==> src/rtl/core_pkg.sv <==
// Shared core definitions: the canonical NOP encoding and the fetch/decode
// entry record used by the IF/ID buffer, the ID stage and the hazard unit.
package core_pkg;

    // addi x0, x0, 0
    localparam logic [31:0] NOP_INST = 32'h0000_0013;

    typedef struct packed {
        logic [31:0] pc;
        logic [31:0] inst;
    } if_id_entry_t;

endpackage

==> src/rtl/perf_counter.sv <==
// Enable-gated, wrapping 32-bit event counter. Only built when IF_ID_PERF_EN
// is defined, since the IF/ID buffer is its only user.
`ifdef IF_ID_PERF_EN
module perf_counter (
    input  logic        clk,
    input  logic        rst_n,
    input  logic        en,
    output logic [31:0] count
);

    always_ff @(posedge clk or negedge rst_n) begin
        if (!rst_n) begin
            count <= 32'd0;
        end else if (en) begin
            count <= count + 32'd1;
        end
    end

endmodule
`endif

==> src/rtl/if_id_buffer.sv <==
// Two-entry IF/ID decoupling FIFO with valid/ready handshake and EX flush.
// Optional stall/flush event counters are compiled in with IF_ID_PERF_EN.
module if_id_buffer
    import core_pkg::*;
#(
    parameter int          DATA_W   = 32,
    parameter logic [31:0] NOP_INST = core_pkg::NOP_INST
) (
    input  logic              clk,
    input  logic              rst_n,
    input  logic              if_valid,
    input  logic [DATA_W-1:0] if_pc,
    input  logic [DATA_W-1:0] if_inst,
    output logic              if_ready,
    output logic              id_valid,
    output logic [DATA_W-1:0] id_pc,
    output logic [DATA_W-1:0] id_inst,
    input  logic              id_ready,
    input  logic              flush
`ifdef IF_ID_PERF_EN
    ,
    output logic [31:0]       perf_stall_cnt,
    output logic [31:0]       perf_flush_cnt
`endif
);

    if_id_entry_t mem_reg [2];
    logic         wr_ptr_reg;
    logic         rd_ptr_reg;
    logic [1:0]   count_reg;

    logic push;
    logic pop;

    // Ready depends only on held state, so decode stalls never form a
    // combinational path back into fetch's PC_Write.
    assign if_ready = (count_reg != 2'd2);
    assign id_valid = (count_reg != 2'd0);
    assign id_pc    = mem_reg[rd_ptr_reg].pc;
    assign id_inst  = id_valid ? mem_reg[rd_ptr_reg].inst : NOP_INST;

    assign push = if_valid & if_ready & ~flush;
    assign pop  = id_valid & id_ready & ~flush;

    always_ff @(posedge clk or negedge rst_n) begin
        if (!rst_n) begin
            count_reg  <= 2'd0;
            wr_ptr_reg <= 1'b0;
            rd_ptr_reg <= 1'b0;
            for (int i = 0; i < 2; i++) begin
                mem_reg[i].pc   <= '0;
                mem_reg[i].inst <= NOP_INST;
            end
        end else if (flush) begin
            // Storage is left as-is; only the occupancy is discarded.
            count_reg  <= 2'd0;
            wr_ptr_reg <= 1'b0;
            rd_ptr_reg <= 1'b0;
        end else begin
            if (push) begin
                mem_reg[wr_ptr_reg].pc   <= if_pc;
                mem_reg[wr_ptr_reg].inst <= if_inst;
                wr_ptr_reg               <= ~wr_ptr_reg;
            end
            if (pop) begin
                rd_ptr_reg <= ~rd_ptr_reg;
            end
            case ({push, pop})
                2'b10:   count_reg <= count_reg + 2'd1;
                2'b01:   count_reg <= count_reg - 2'd1;
                default: count_reg <= count_reg;
            endcase
        end
    end

`ifdef IF_ID_PERF_EN
    perf_counter u_stall_cnt (
        .clk   (clk),
        .rst_n (rst_n),
        .en    (if_valid & ~if_ready & ~flush),
        .count (perf_stall_cnt)
    );

    perf_counter u_flush_cnt (
        .clk   (clk),
        .rst_n (rst_n),
        .en    (flush),
        .count (perf_flush_cnt)
    );
`else
    // Plain buffer: no event counting.
`endif

endmodule

==> config.mk <==
export PLATFORM = sky130hd
export DESIGN_NAME = if_id_buffer
export DESIGN_NICKNAME = d
export VERILOG_FILES = /design/src/rtl/core_pkg.sv /design/src/rtl/perf_counter.sv /design/src/rtl/if_id_buffer.sv
export SDC_FILE = /design/constraint.sdc
export NUM_CORES = 1
export LEC_CHECK = 0
export ABC_AREA = 1
export CAP_MARGIN = 30
export CORE_ASPECT_RATIO = 0.6
export CORE_UTILIZATION = 51
export CTS_CLUSTER_DIAMETER = 120
export DETAILED_ROUTE_END_ITERATION = 16
export PLACE_DENSITY = 0.85
export SKIP_CTS_REPAIR_TIMING = 1
export SYNTH_ARGS = -nofsm -noshare
export SYNTH_HDL_FRONTEND = slang
export SYNTH_SLANG_ARGS = --single-unit
==> constraint.sdc <==
create_clock -name clk -period 1.93 [get_ports clk]
set_input_delay 0.386 -clock clk [delete_from_list [all_inputs] [get_ports clk]]
set_output_delay 0.386 -clock clk [all_outputs]
set_load 0.02 [all_outputs]
==> results.txt <==
----------------------------------------------------
[Synth]
  Number of nets in the synthesized netlist ... 794
  Total standard cell area after synthesis ... 6080 sq um
  Distinct cell type count after synthesis ... 18
  Yosys warnings ... 0
  Sequential fraction of the synthesis area ... 0.545
  Post-Syn Instances ... 725
  Dominant cells by area after synthesis ... sky130_fd_sc_hd__dfrtp_1, sky130_fd_sc_hd__nand2_1, sky130_fd_sc_hd__o21ai_2
  Share of Yosys cell area claimed by the top area cell type ... 0.519
  Post-synthesis area per instance ... 8.38 sq um
  Cell type with the highest aggregate area in the netlist ... sky130_fd_sc_hd__dfrtp_1
  Count of state elements after synthesis ... 132

[Timing]
  Post-layout minimum cycle time ... about 2 ns
  Slew at the pin with the worst max-slew slack ... 0.479 ns
  RSZ-0062 raised after global routing ... true
  Max-slew violation count ... 0
  Post-layout worst setup margin ... -0.0247 ns
  Final clock skew ... around 0.013 ns
  Slew headroom ... 0.681
  Final hold vios ... 0
  Worst slack on hold paths ... 0.467 ns
  Final setup violating endpoints ... 5
  Final Cycle Share ... 1.01
  Fmax ... between 0.5 and 0.6 GHz

[Clocking]
  Clk sinks ... 132
  Clock input transition at the sequential cells of the worst setup and hold paths ... ~0.060 ns
  Inserted Clock Buffers ... 17
  CTS tree ... done
  Largest buffer count on any clock path ... 2
  Buffer type at the clock tree root ... sky130_fd_sc_hd__clkbuf_16
  Insertion delay to the later sink of the worst-skew pair ... 0.41 ns
  Number of levels the H-tree was split into ... 4

[Critical path]
  Critical Path Max Stage Delay ... 0.44 ns
  Kind of end point of the critical path ... primary output
  Reg2Reg Depth ... 8
  Cell type of the slowest stage on the worst timing path ... sky130_fd_sc_hd__dfrtp_2
  Required time of the critical path ... 1.54 ns
  Cells along the critical path ... clkinv_4, buf_12, nand2_1, a21oi_2, buf_4
  Type of the setup path with the least slack ... flip-flop to primary output
  Critical Path Start Type ... flip-flop
  Top fanout value on the critical path ... 17
  Worst Path Arrival ... 1.57 ns

[Pwr]
  Worst vdd rail ir drop ... 0.954 mV
  Sum of internal, switching and leakage power ... 13.4 mW
  Power Density ... 1610 nW/um^2
  Lkg Pwr ... between 4 and 5 nW

[Placed design]
  Placed Cells incl. Taps ... 1003
  Post-detail-place hpwl ... 9780 microns
  Placed Area ... 7730 sq um
  Number of input and output port buffers inserted ... 134
  Routability congestion estimate ... 0.774

[Detailed routing]
  Sum of met2 wire segment lengths after detailed routing ... between 7000 and 8000 microns
  Number of detailed-route iterations in the first pass ... 5
  DRC marker count from the first detailed-route iteration ... 333
  M1 wire length ... 7100 microns
  Post-Route WL ... between 15000 and 20000 microns
  Via-to-Cell Ratio ... 5.06
  DR top layer ... met4
  Average routed wire per standard cell ... roughly 15 microns
  Routed length on met3 ... between 1000 and 1500 microns
  Final routed DRC violation total ... 0
  Post-route antenna net violation count ... 0
  Total via count in the routed design ... between 5000 and 6000

[Die]
  Top-Level Pins ... 135
  CORE AREA ... 11400 sq um
  Number of standard-cell rows in the floorplan ... 30
  Die footprint ... 12400 sq um
  Die X-Extent ... roughly 140 microns
  Die outline height ... 86.5 microns
  Effective utilization at floorplan ... 0.531

[Final layout]
  Layout cells sized above 1 ... 0.257
  Area Growth Syn to Fin ... 37.0%
  Final #Nets ... 936
  Number of inserted filler cells in the final layout ... 873
  Max reg flops ... 128
  Number of antenna repair diodes ... 0
  Final standard cell area without fillers ... 8330 sq um
  Final Instance Count excl. Fillers ... 1040

[Run status]
  Run status ... finished, violations left
  Violated checks ... setup timing

[GRT]
  Vias in the first global route ... 5103
  First-pass GRT wire length ... 24600 microns
  Number of antenna violations at the first check in global routing ... 0
  Overall track demand over capacity in global routing ... 0.261
  Pin count of the biggest net entering global routing ... 53
  Aggregate global routing overflow ... 0

[Hold path]
  Class of the worst hold path ... input pin to asynchronous set/reset pin

[Job]
  Max-capacitance violation count ... 0

----------------------------------------------------
## layer usage
metal / GRT usage / vias up
met2: 0.401 / 197
met5: 0 / -
met4: 0.0508 / 0
li1: - / 2543
met1: 0.369 / 2516
met3: 0.0807 / 9
## final cells by class
class | instances | area [sq um] | area share
Sequential cell | 132 | 3310 | 0.398
Timing Repair Buffer | 168 | 1620 | 0.194
Inverter | 74 | 283 | 0.0340
Multi-Input combinational cell | 474 | 2320 | 0.279
Clock buffer | 18 | 429 | 0.0515
Tap cell | 160 | 200 | 0.0240
Clock inverter | 14 | 163 | 0.0195
## worst paths after layout
path                                end  slack, ns         start
max in group asynchronous   mem_reg[51]       0.82         rst_n
setup / recovery            id_inst[31]      -0.02    rd_ptr_reg
min in group clk            mem_reg[94]       0.48   mem_reg[94]
hold / removal             count_reg[1]       0.47         rst_n
setup reg to reg            mem_reg[18]       0.29  count_reg[1]
hold reg to reg             mem_reg[94]       0.48   mem_reg[94]
## cells in the final DEF, fill, tap and decap left out, drive strengths merged
cell type	count
dfrtp	126
buf	67
dlymetal6s2s	3
dlygate4sd3	1
clkinv	8
inv	73
nand3	7
clkinvlp	4
or2	1
nor2	4
clkdlybuf4s50	67
nand2	301
bufinv	3
dfstp	6
o21ai	130
a21oi	31
clkbuf	48
## critical path, delay by kind of cell (launching register included)
| kind | cells | cell delay (ns) |
|---|---|---|
| AO/OA/AOI/OAI | 1 | 0.18 |
| buffers and inverters | 3 | 0.45 |
| flip-flops | 1 | 0.44 |
| AND/OR/NAND/NOR | 1 | 0.07 |
## metrics by stage
step | worst slack (ns) | setup TNS, ns | utilization
3_3_place_gp | -0.0932 | -0.424 | 0.675
5_1_grt | -0.118 | -2.04 | 0.727
6_report | -0.0247 | -0.0715 | 0.727
4_1_cts | -0.551 | -28.75 | 0.727
2_1_floorplan | 0.150 | 0 | -
3_5_place_dp | -0.103 | -0.694 | 0.675
## cells in the mapped netlist (all sizes together)
library cell  count
nand2           301
o21ai           130
dfrtp           126
inv              74
a21oi            31
buf              27
clkbuf           18
nand3             7
dfstp             6
nor2              4
or2               1
## report_power, final
group          switching [mW]  total [mW]  internal (mW)
combinational            3.16        5.35           2.19
sequential              0.736        4.80           4.07
clock                    1.19        3.21           2.02
total                    5.09        13.4           8.27
## cells by family after synthesis
logic type	synth area share
and+or+nand+nor	0.197
buffers and inverters	0.0916
DFF	0.545
AOI/OAI and AO/OA	0.167
No activity file was read; power rests on OpenSTA's default activity.
